`src/rtl/adc_spi_sampler.sv`:
```
// rtl/adc_spi_sampler.sv - periodic SPI-mode ADC conversion sequencer and deserialiser
//
// Starts a conversion on an external serial ADC every SAMPLE_PERIOD clocks while
// enabled. Each conversion clocks out LEAD_BITS dummy bits and then ADC_BITS data
// bits, MSB first. The result is presented as a parallel word with a one-cycle strobe.
//
// Ports:
//   clk          system clock, rising edge
//   reset        asynchronous active-low reset
//   enable       1 = run periodic conversions
//   adc_miso     serial data from the ADC
//   adc_cs_n     ADC chip select, active low
//   adc_sclk     ADC serial clock, idles low
//   ADC_reading  last completed conversion result
//   ADC_en       one-cycle strobe, ADC_reading updated this cycle
//   overrun      sticky flag, a scheduled start was dropped while busy
module adc_spi_sampler #(
  parameter int ADC_BITS      = 12,
  parameter int LEAD_BITS     = 2,
  parameter int CLK_DIV       = 4,
  parameter int SAMPLE_PERIOD = 1000
) (
  input  logic                clk,
  input  logic                reset,
  input  logic                enable,
  input  logic                adc_miso,
  output logic                adc_cs_n,
  output logic                adc_sclk,
  output logic [ADC_BITS-1:0] ADC_reading,
  output logic                ADC_en,
  output logic                overrun
);

  localparam int N  = LEAD_BITS + ADC_BITS;
  localparam int BW = $clog2(N + 1);
  localparam int DW = $clog2(CLK_DIV + 1);
  localparam int TW = $clog2(SAMPLE_PERIOD);

  localparam logic [BW-1:0] BIT_LAST   = BW'(N);
  localparam logic [BW-1:0] LEAD_CNT   = BW'(LEAD_BITS);
  localparam logic [DW-1:0] DIV_LAST   = DW'(CLK_DIV - 1);
  localparam logic [TW-1:0] TIMER_LAST = TW'(SAMPLE_PERIOD - 1);

  typedef enum logic [1:0] {
    IDLE,
    SETUP,
    SHIFT,
    HOLD
  } state_t;

  state_t              state_q;
  state_t              state_d;
  logic [TW-1:0]       timer_q;
  logic [DW-1:0]       div_q;
  logic [BW-1:0]       bit_q;
  logic [ADC_BITS-1:0] shreg_q;

  logic start;
  logic phase_done;
  logic sclk_rise;
  logic sclk_fall;
  logic conv_done;

  // div_q times every CLK_DIV-long phase (setup, each sclk half, hold).
  // bit_q counts sclk rising edges issued so far in this conversion.
  always_comb begin
    start      = enable && (timer_q == '0);
    phase_done = (div_q == DIV_LAST);
    sclk_rise  = 1'b0;
    sclk_fall  = 1'b0;
    conv_done  = 1'b0;
    state_d    = state_q;
    case (state_q)
      IDLE: begin
        if (start) state_d = SETUP;
      end
      SETUP: begin
        if (phase_done) begin
          sclk_rise = 1'b1;
          state_d   = SHIFT;
        end
      end
      SHIFT: begin
        if (phase_done) begin
          if (adc_sclk) begin
            sclk_fall = 1'b1;
          end else if (bit_q == BIT_LAST) begin
            // Low half after the last falling edge has elapsed
            state_d = HOLD;
          end else begin
            sclk_rise = 1'b1;
          end
        end
      end
      HOLD: begin
        if (phase_done) begin
          conv_done = 1'b1;
          state_d   = IDLE;
        end
      end
      default: state_d = IDLE;
    endcase
  end

  always_ff @(posedge clk or negedge reset) begin
    if (!reset) begin
      state_q <= IDLE;
    end else begin
      state_q <= state_d;
    end
  end

  always_ff @(posedge clk or negedge reset) begin
    if (!reset) begin
      timer_q     <= '0;
      div_q       <= '0;
      bit_q       <= '0;
      shreg_q     <= '0;
      adc_cs_n    <= 1'b1;
      adc_sclk    <= 1'b0;
      ADC_reading <= '0;
      ADC_en      <= 1'b0;
      overrun     <= 1'b0;
    end else begin
      ADC_en <= 1'b0;

      if (!enable || timer_q == TIMER_LAST) timer_q <= '0;
      else                                  timer_q <= timer_q + TW'(1);

      // A start while busy is dropped, not queued
      if (start && state_q != IDLE) overrun <= 1'b1;

      if (state_q == IDLE || phase_done) div_q <= '0;
      else                               div_q <= div_q + DW'(1);

      if (state_q == IDLE) bit_q <= '0;

      if (start && state_q == IDLE) adc_cs_n <= 1'b0;

      // Sample miso on the clock that drives sclk high; lead bits are skipped
      if (sclk_rise) begin
        adc_sclk <= 1'b1;
        bit_q    <= bit_q + BW'(1);
        if (bit_q >= LEAD_CNT) shreg_q <= {shreg_q[ADC_BITS-2:0], adc_miso};
      end

      if (sclk_fall) adc_sclk <= 1'b0;

      if (conv_done) begin
        adc_cs_n    <= 1'b1;
        ADC_reading <= shreg_q;
        ADC_en      <= 1'b1;
      end
    end
  end

endmodule

```
`config.mk`:
```
export PLATFORM = sky130hd
export DESIGN_NAME = adc_spi_sampler
export DESIGN_NICKNAME = d
export VERILOG_FILES = /design/src/rtl/adc_spi_sampler.sv
export SDC_FILE = /design/constraint.sdc
export NUM_CORES = 1
export LEC_CHECK = 0
export CORE_UTILIZATION = 54
export DETAILED_ROUTE_END_ITERATION = 6
export DONT_BUFFER_PORTS = 1
export GPL_TIMING_DRIVEN = 1
export PLACE_DENSITY = 0.7
export SLEW_MARGIN = 15
export SYNTH_ARGS = -nofsm -noshare
export SYNTH_HDL_FRONTEND = slang
export SYNTH_SLANG_ARGS = --single-unit
```
`constraint.sdc`:
```
create_clock -name clk -period 1.9 [get_ports clk]
set_input_delay 0.38 -clock clk [delete_from_list [all_inputs] [get_ports clk]]
set_output_delay 0.38 -clock clk [all_outputs]
set_load 0.02 [all_outputs]
```
==> results of run 1 <==
[report_power, final]
part           switching (mW)  internal (mW)
Combinational           0.386          0.325
Sequential             0.0815           1.10
Clock                   0.349          0.396
[registers in the layout, indices dropped and copies added (netlist names), 2 cells and up]
signal,cells
ADC_reading,12
bit_q,4
div_q,3
shreg_q,12
state_q,2
timer_q,10
[what timing repair did]
action | in CTS | in global routing
hold endpoints to repair | 47 | 0
gates resized for setup | 0 | 1
setup buffers | 0 | 1
hold buffers | 2 | 0
setup endpoints to repair | 0 | 2
[cell families after synthesis]
family | count (synthesis)
compound gates | 14
mux | 26
flops | 47
simple gates | 49
xor+xnor | 9
buf+inv | 15
fa+ha+maj | 10
[cell usage after synthesis, types with 2 or more instances]
cell type / count / area (µm²)
dfrtp_1: 46 / 1150
mux2_2: 14 / 158
nor2_1: 13 / 48.8
nand2_1: 12 / 45.0
inv_1: 11 / 41.3
ha_1: 10 / 125
mux2_4: 10 / 150
nand3_1: 7 / 35.0
nor3_1: 6 / 30.0
xnor2_1: 5 / 43.8
o21ai_0: 4 / 20.0
xor2_1: 4 / 35.0
and2_1: 3 / 18.8
a41oi_1: 2 / 17.5
buf_2: 2 / 10.0
nand4_1: 2 / 12.5
[worst max path at each step]
| stage | start | endpoint | slack (ns) | cells after the start |
|---|---|---|---|---|
| 2_1_floorplan | bit_q[0] | shreg_q[0] | 0.11 | 6 |
| 4_1_cts | timer_q[0] | state_q[1] | 0.01 | 6 |
| 5_1_grt | state_q[0] | state_q[1] | -0.08 | 7 |
| 3_3_place_gp | bit_q[0] | shreg_q[4] | 0.13 | 5 |
| 6_report | state_q[0] | state_q[1] | 0.06 | 7 |
| 3_5_place_dp | state_q[0] | shreg_q[4] | 0.08 | 6 |
[metal layers]
layer / wire (µm) / global-route usage (%)
met2: 1730 / 30.7
met3: 132 / 6.25
met5: 0 / 0
met1: 1520 / 23.8
met4: 77 / 9.78
[final cells by class]
| type | instances | area (µm²) | share of cell area [%] |
|---|---|---|---|
| Sequential cell | 47 | 1180 | 49.0 |
| Multi-Input combinational cell | 108 | 907 | 37.7 |
| Timing Repair Buffer | 9 | 103 | 4.27 |
| Clock buffer | 5 | 68.8 | 2.86 |
| Tap cell | 48 | 60.1 | 2.50 |
| Clock inverter | 3 | 46.3 | 1.93 |
| Inverter | 11 | 41.3 | 1.72 |
[through the flow]
stage               utilization (%)  power [mW]  setup TNS (ns)
finish                         64.2        2.64               0
floorplan                         -        1.68               0
CTS                            63.8        2.64               0
global placement               59.7        1.82               0
global route                   64.2        2.81         -0.0840
detailed placement             59.7        1.86               0
==> impl_results.md, run 1 <==
* F_max at 544 MHz
* H-tree levels at 2
* CP Capture Type: flop
* Worst Hold Launch: enable
* Post-Syn Area per Cell at 12.7 µm²
* Clk_skew at between 0.01 and 0.015 ns
* Power per cell area at roughly 1100 nW/µm²
* Most frequent cells in the layout: dfrtp_1, mux2_2, nor2_1
* Max_slew headroom at roughly 66%
* Synth warnings at 0
* CP startpoint kind: flop
* Layout area overhead at 11.8%
* Ports at 20
* R2r setup slk at approximately 0.062 ns
* Worst Path Max Fanout at 4
* Most used DFF post-synth: dfrtp_1
* CP Data Required Time at roughly 2.1 ns
* Vias per cell at 5.51
* Dpl ws at 0.0777 ns
* Clock transition at path regs at ~0.090 ns
* Post-DP Area at 2230 µm²
* Hold Path Stages at 1
* Worst R2R Path Depth at 7
* Core Footprint at 3740 µm²
* Buffers on Ports at 0
* CTS max path bufs at 2
* Max Slew Vio Count at 0
* CP max stage delay at 0.40 ns
* CTS sink cnt at 47
* Vias at 1273
* Cells after Synth at between 150 and 200
* Global-route wire length before repair at 6060 µm
* Finished Layout Cells at 231
* Critical R2R Launch: state_q[0]
* DRC at 0
* Critical R2R Capture: state_q[1]
* TritonCTS clock tree: built
* Initial DRT Pass Iterations at 4
* Die Span Y at 65.1 µm
* Rows at 22
* Gr ovfl total at 0
* Lkg Pwr at 1.19 nW
* CTS root buf: clkbuf_8
* Asr flop ratio synth at 100%
* Fin Hold WS at 0.197 ns
* Layout Nets at 196
* Simple-Gate Fraction of Synth Area at 12.2%
* Max VDD drop at 748 µV
* DIE AREA at 4240 µm²
* Netlist Area Pre-Place at approximately 2200 µm²
* Largest net degree at the start of global routing at 48
* Critical path buffer and inverter count at 2
* Compound-Gate Fraction of Synth Area at slightly below 5%
* Final Hold Viols at 0
* GRT Total Usage at about a fifth
* Mux share of post-synthesis cell area at 15.3%
* Post-synth EDFFs at 0
* Largest family of logic cells by synthesized area: multiplexers
* Clock latency on the worst-skew pair at 0.31 ns
* Fillers at 283
* Minimum clock period at 1.84 ns
* DRT iter0 DRCs at between 70 and 80
* Fin area at 2400 µm²
* HPWL after detailed placement at about 2400 µm
* Final wirelength at 3460 µm
* Antenna violations before repair at 0
* Vias in the first global route at 1327
* Crit path DAT at 2.02 ns
* # diodes at 0
* Sequential share of the synthesized area at 54.7%
* Final Wtd Congestion at 0.900
* PnR worst setup slack at 0.0623 ns
* Layout cell share with drive strength beyond 1 at 25.7%
* Flops & latches, synth at 47
* Worst Hold End: timer_q[4]
* Initial cell density of the core at 57.5%
* Commonest non-fill, non-tap cell in the layout: dfrtp_1
* Placed insts at 220
* XOR/XNOR Fraction of Synth Area at 3.66%
* Syn Nets at 184
* Die Wd at 65.1 µm
* Post-Synth Adder-Cell Area at under 10%
* Post-route ant nets at 0
* Max Cap Viol at 0
* HP Class: in2reg
* Status: finished, final reports clean
* Slew @ Worst Pin at 0.504 ns
* CP top delay family: flip-flops
* WL/cell at around 15 µm
* CTS Buf Count at 5
* Crit-path cells: inv_1 > ha_1 > buf_4 > nor3_1 > nor2_1 > a211oi_2 > mux2_1
* Final setup vio count at 0
* Library cells used by synthesis at 35
* Slowest cell on crit path: dfrtp_1
* CP Class: reg2reg
* Final period util at 96.7%
Note: power is estimated with default switching activity, not from simulation.
==> run 2, diff against run 1 <==
--- a/config.mk
+++ b/config.mk
@@ -5,11 +5,13 @@
 export SDC_FILE = /design/constraint.sdc
 export NUM_CORES = 1
 export LEC_CHECK = 0
-export CORE_UTILIZATION = 54
+export CELL_PAD_IN_SITES_DETAIL_PLACEMENT = 2
+export CELL_PAD_IN_SITES_GLOBAL_PLACEMENT = 2
+export CORE_UTILIZATION = 39
 export DETAILED_ROUTE_END_ITERATION = 6
 export DONT_BUFFER_PORTS = 1
 export GPL_TIMING_DRIVEN = 1
-export PLACE_DENSITY = 0.7
+export PLACE_DENSITY = 0.72
 export SLEW_MARGIN = 15
 export SYNTH_ARGS = -nofsm -noshare
 export SYNTH_HDL_FRONTEND = slang
==> run 2 against run 1 <==
- final cell count rose by 14%
- global-route usage fell by 1.2 points
- clock power rose by 19%
- clock-buffer cell count did not move
- fmax rose by 0.54%
- non-clock buffer count rose by 10
- core utilization fell by 15 points
==> impl_results.md, run 2 (synthesis gave the netlist of run 1 again) <==
* Status: finished, final reports clean (unchanged)
* Final Hold Viols at 0 (unchanged)
* CP Class: reg2reg (unchanged)
* CTS Buf Count at 5 (unchanged)
* CP Data Required Time at 2.09 ns (was 2.08 ns)
* Initial DRT Pass Iterations at 4 (unchanged)
* Final wirelength at 4800 µm (was 3460 µm)
* Core Footprint at 5200 µm² (was 3740 µm²)
* Worst R2R Path Depth at 7 (unchanged)
* Number of cells on the critical path at 7 (unchanged)
* Final Util at 49.3% (was 64.2%)
* Layout area overhead at 19.4% (was 11.8%)
* WL/cell at 18.2 µm (was 15.0 µm)
* CTS sink cnt at 47 (unchanged)
* Post-DP Area at 2280 µm² (was 2230 µm²)
* DRC at 0 (unchanged)
* Crit path DAT at 2.02 ns (about the same)
* CTS root buf: clkbuf_8 (unchanged)
* # diodes at 0 (unchanged)
* Final period util at 96.2% (was 96.7%)
* F_max at 547 MHz (was 544 MHz)
* Antenna violations before repair at 0 (unchanged)
* Clock transition at path regs at 0.09 ns (about the same)
* Vias at 1343 (was 1273)
* Initial cell density of the core at 41.3% (was 57.5%)
* Rows at 26 (was 22)
* Hold Path Stages at 1 (unchanged)
* Max_slew headroom at 76.2% (was 66.2%)
* Commonest non-fill, non-tap cell in the layout: dfrtp_1 (unchanged)
* Most Crowded Layer GR: met2 (unchanged)
* Power per cell area at 1130 nW/µm² (was 1100 nW/µm²)
* Die Wd at 76.3 µm (was 65.1 µm)
* M3 GR Usage at 4.79% (was 6.25%)
* Post-route ant nets at 0 (unchanged)
* Met2 Use GR at 35.6% (was 30.7%)
* Lkg Pwr at 1.26 nW (was 1.19 nW)
* Max Cap Viol at 0 (unchanged)
* CP startpoint kind: flop (unchanged)
* Largest net degree at the start of global routing at 48 (unchanged)
* Ports at 20 (unchanged)
* Vias per cell at 5.11 (was 5.51)
* Slowest cell on crit path: dfrtp_1 (unchanged)
* Minimum clock period at 1.83 ns (was 1.84 ns)
* Final setup vio count at 0 (unchanged)
* DIE AREA at 5820 µm² (was 4240 µm²)
* Vias in the first global route at 1587 (was 1327)
* Worst Path Max Fanout at 7 (was 4)
* Clock latency on the worst-skew pair at 0.30 ns (was 0.31 ns)
* DRT iter0 DRCs at 58 (was 79)
* H-tree levels at 2 (unchanged)
* CP Capture Type: flop (unchanged)
* Critical path buffer and inverter count at 2 (unchanged)
* Clk_skew at 0.00638 ns (was 0.0107 ns)
* Slew @ Worst Pin at 0.357 ns (was 0.504 ns)
* GRT Total Usage at 18.2% (was 19.4%)
* Final Wtd Congestion at 0.814 (was 0.900)
* Crit-path cells: inv_2 > ha_2 > and2b_2 > a21o_4 > nand4_4 > buf_4 > mux2_4 (was inv_1 > ha_1 > buf_4 > nor3_1 > nor2_1 > a211oi_2 > mux2_1)
* CTS max path bufs at 2 (unchanged)
* Top flop regs: ADC_reading: 12 flops, shreg_q: 12 flops, timer_q: 10 flops (unchanged)
* Max Slew Vio Count at 0 (unchanged)
* Gr ovfl total at 0 (unchanged)
* Layout Nets at 206 (was 196)
* Pwr Total at 2.91 mW (was 2.64 mW)
* CP max stage delay at 0.41 ns (was 0.40 ns)
* CP top delay family: flip-flops (unchanged)
* Buffers on Ports at 0 (unchanged)
* HPWL after detailed placement at 3290 µm (was 2380 µm)
* Global-route wire length before repair at 8040 µm (was 6060 µm)
* Layout cell share with drive strength beyond 1 at 32.1% (was 25.7%)
* Max VDD drop at 649 µV (was 748 µV)
* Fin area at 2570 µm² (was 2400 µm²)
* Die Span Y at 76.3 µm (was 65.1 µm)
* TritonCTS clock tree: built (unchanged)
* GRT met1 Usage at 19.0% (was 23.8%)
* Dpl ws at -0.0527 ns (was 0.0777 ns)
* Post-Route Setup TNS at 0 ns (unchanged)
* PnR worst setup slack at 0.0721 ns (was 0.0623 ns)
* HP Class: in2reg (unchanged)
* Most frequent cells in the layout: dfrtp_1, mux2_2, buf_4 (was dfrtp_1, mux2_2, nor2_1)
[run 2: layout make-up]
cell class	instances	area [µm²]
Clock buffer	5	68.8
Clock inverter	3	71.3
Fill cell	500	2640
Inverter	11	41.3
Multi-Input combinational cell	108	927
Sequential cell	47	1180
Tap cell	70	87.6
Timing Repair Buffer	19	194
[run 2: final timing paths]
kind,from,to,slack (ns)
max,state_q[0],shreg_q[10],0.07
min,enable,timer_q[2],0.21
max reg2reg,state_q[0],shreg_q[10],0.07
min reg2reg,div_q[0],div_q[0],0.47
max in group asynchronous,reset,adc_cs_n,1.05
min in group asynchronous,reset,ADC_reading[11],0.58
[run 2: worst register-to-register path, delay by kind of cell, from the launching register on]
kind	cells	cell delay (ns)
buffers and inverters	2	0.22
flip-flops	1	0.41
multiplexers	1	0.29
AND/OR/NAND/NOR	2	0.38
adder cells (fa/ha/maj)	1	0.18
AO/OA/AOI/OAI	1	0.24
[run 2: per-layer routing]
layer	wire, µm	vias to the layer above
met3	147	5
met4	51	0
met5	0	-
met1	1820	693
li1	-	626
met2	2780	19
[run 2: through the flow]
stage	hold slack [ns]	cells
floorplan	0.0844	170
global placement	0.0859	244
detailed placement	0.0861	244
CTS	0.201	260
global route	0.211	263
finish	0.212	263
[run 2: power by group]
group | leakage (nW) | switching [mW] | total (mW) | internal [mW]
logic | 0.557 | 0.459 | 0.829 | 0.370
registers | 0.633 | 0.0879 | 1.19 | 1.10
clock network | 0.0703 | 0.356 | 0.890 | 0.534
[run 2: repair_timing]
item / in CTS / in global routing
hold buffers: 2 / 0
endpoints found under the setup margin: 12 / 14
gates cloned: 0 / 0
gates resized for setup: 0 / 8
pin swaps: 0 / 3
endpoints found under the hold margin: 47 / 0
buffers inserted: 6 / 3
==> run 3, diff against run 2 <==
--- a/config.mk
+++ b/config.mk
@@ -7,6 +7,7 @@
 export LEC_CHECK = 0
 export CELL_PAD_IN_SITES_DETAIL_PLACEMENT = 2
 export CELL_PAD_IN_SITES_GLOBAL_PLACEMENT = 2
+export CORE_MARGIN = 2
 export CORE_UTILIZATION = 39
 export DETAILED_ROUTE_END_ITERATION = 6
 export DONT_BUFFER_PORTS = 1
==> run 3 against run 2 <==
- clock skew fell by 0.0020 ns
- flip-flop and latch count is the same
- combinational power rose by 4.8%
- critical path depth unchanged
- via count grew 0.60%
- largest power group unchanged
- highest routed layer unchanged
==> impl_results.md, run 3 (synthesis gave the netlist of run 1 again) <==
* Clk_skew at 0.00439 ns (was 0.00638 ns)
* Lkg Pwr at 1.23 nW (was 1.26 nW)
* Logic pwr share at 30.7% (was 28.5%)
* Met2 wire length at 2600 µm (was 2780 µm)
* CP Data Required Time at 2.08 ns (was 2.09 ns)
* Area of the multi-input gates at 948 µm² (was 927 µm²)
* Global-route wire length before repair at 7980 µm (was 8040 µm)
* Worst Hold End: timer_q[2] (unchanged)
* DRC at 0 (unchanged)
* Final wirelength at 4690 µm (was 4800 µm)
* Antenna violations before repair at 0 (unchanged)
* Final Hold Viols at 0 (unchanged)
* Worst Hold Launch: enable (unchanged)
* # diodes at 0 (unchanged)
* Initial DRT Pass Iterations at 2 (was 4)
* R2r setup slk at 0.08 ns (was 0.07 ns)
* Commonest non-fill, non-tap cell in the layout: dfrtp_1 (unchanged)
* Switching Share at 32.7% (was 31.0%)
* Met1 WL at 1920 µm (was 1820 µm)
* Core Footprint at 5410 µm² (was 5200 µm²)
* CP startpoint kind: flop (unchanged)
* WL/cell at 18.0 µm (was 18.2 µm)
* Vias in the first global route at 1560 (was 1587)
* Largest net degree at the start of global routing at 48 (unchanged)
* DIE AREA at 6120 µm² (was 5820 µm²)
* Max_slew headroom at 74.7% (was 76.2%)
* Met3 Wirelength at 124 µm (was 147 µm)
* Buffers on Ports at 0 (unchanged)
* Gr ovfl total at 0 (unchanged)
* Sequential Area at 1180 µm² (unchanged)
* Vias at 1351 (was 1343)
* Max VDD drop at 554 µV (was 649 µV)
* Ports at 20 (unchanged)
* F_max at 548 MHz (was 547 MHz)
* Layout Nets at 201 (was 206)
* Max Slew Vio Count at 0 (unchanged)
* HP Class: in2reg (unchanged)
* Minimum clock period at 1.82 ns (was 1.83 ns)
* Status: finished, final reports clean (unchanged)
* Max layer used: met4 (unchanged)
* Layout area overhead at 16.8% (was 19.4%)
* CTS Buf Count at 5 (unchanged)
* CP Capture Type: flop (unchanged)
* Post-route ant nets at 0 (unchanged)
* Rows at 27 (was 26)
* Fillers at 548 (was 500)
* Power per cell area at 1130 nW/µm² (about the same)
* HPWL after detailed placement at 3270 µm (was 3290 µm)
* Sw Pwr at 0.927 mW (was 0.902 mW)
* Worst Path Max Fanout at 4 (was 7)
* Worst R2R Path Depth at 7 (unchanged)
* Clock transition at path regs at 0.09 ns (about the same)
* Die Wd at 78.3 µm (was 76.3 µm)
* Max Cap Viol at 0 (unchanged)
* Vias per cell at 5.20 (was 5.11)
* Post-Route Setup TNS at 0 ns (unchanged)
* TritonCTS clock tree: built (unchanged)
* Slew @ Worst Pin at 0.380 ns (was 0.357 ns)
* Most frequent cells in the layout: dfrtp_1, mux2_2, nor2_1 (was dfrtp_1, mux2_2, buf_4)
* H-tree levels at 2 (unchanged)
* DRT iter0 DRCs at 24 (was 58)
* CTS root buf: clkbuf_8 (unchanged)
* CP Class: reg2reg (unchanged)
* Clock latency on the worst-skew pair at 0.30 ns (about the same)
* Final period util at 96.0% (was 96.2%)
* Critical R2R Capture: state_q[1] (was shreg_q[10])
* Critical R2R Launch: state_q[0] (unchanged)
* Top flop regs: ADC_reading: 12 flops, shreg_q: 12 flops, timer_q: 10 flops (unchanged)
* Die Span Y at 78.3 µm (was 76.3 µm)
* Clock power frac at 27.4% (was 30.6%)
* GRT Total Usage at 17.0% (was 18.2%)
* Finished Layout Cells at 260 (was 263)
* Crit path DAT at 2.01 ns (was 2.02 ns)
* CTS max path bufs at 2 (unchanged)
* Initial cell density of the core at 39.8% (was 41.3%)
* Worst Setup SP: state_q[0] (unchanged)
* Sequential group share of total power at 41.9% (was 40.9%)
* Hold Path Stages at 1 (unchanged)
* Layout cell share with drive strength beyond 1 at 30.9% (was 32.1%)
* CTS sink cnt at 47 (unchanged)
* Final setup vio count at 0 (unchanged)
* Internal cell power at 1.91 mW (was 2.00 mW)
* Placed insts at 246 (was 244)
* Final Wtd Congestion at 0.831 (was 0.814)
run 3: worst max-delay path, stage by stage (launching register included):
cell	delay [ns]
dfrtp_1	0.41
inv_1	0.10
ha_2	0.20
buf_4	0.15
nor3_2	0.18
nor2_1	0.08
a211oi_2	0.25
mux2_1	0.35
run 3: layout make-up:
cell class / count / share of cell area [%]
clock buffer: 6 / 3.29
clock inverter: 2 / 1.54
tap: 72 / 3.59
sequential: 47 / 46.9
inverter: 11 / 1.64
multi-input combinational: 109 / 37.8
timing repair buffer: 13 / 5.28
run 3: metrics by stage:
| step | power (mW) | utilization, % | hold WS [ns] | setup slack, ns | cell area (µm²) |
|---|---|---|---|---|---|
| final | 2.83 | 46.5 | 0.209 | 0.0753 | 2510 |
| after global routing | 3.01 | 46.5 | 0.198 | -0.00751 | 2510 |
| after CTS | 2.76 | 45.3 | 0.199 | 0.00803 | 2450 |
| after detailed placement | 1.91 | 42.2 | 0.0859 | -0.00145 | 2280 |
| after global placement | 1.84 | 42.2 | 0.0858 | 0.115 | 2280 |
| after floorplan | 1.68 | - | 0.0844 | 0.111 | 2150 |
run 3: worst max path at each step:
stage / to / cells past startpoint / slack [ns]
after floorplan: shreg_q[0] / 6 / 0.11
after CTS: shreg_q[9] / 6 / 0.008
after detailed placement: shreg_q[4] / 6 / -0.001
after global routing: shreg_q[4] / 5 / -0.008
after global placement: shreg_q[3] / 5 / 0.12
final: state_q[1] / 7 / 0.08
run 3: power groups by stage:
stage               sequential [mW]  combinational [mW]  clock, mW
finish                         1.19               0.869      0.777
global route                   1.20               0.965      0.845
CTS                            1.19               0.767      0.803
detailed placement             1.21               0.701          0
global placement               1.20               0.637          0
floorplan                      1.21               0.472          0
run 3: timing repair:
action                                 in CTS  in global routing
hold buffers                                2                  0
cloned                                      1                  0
endpoints found under the hold margin      47                  0
buffers inserted                            0                  3
setup endpoints to repair                   2                 15
pin swaps                                   1                  2
resized for setup                           0                  7
run 3: routing by layer:
layer,global-route usage (%),vias to the layer above
li1,-,618
met1,19.4,711
met2,31.7,15
met3,4.37,7
met4,4.04,0
met5,0,-
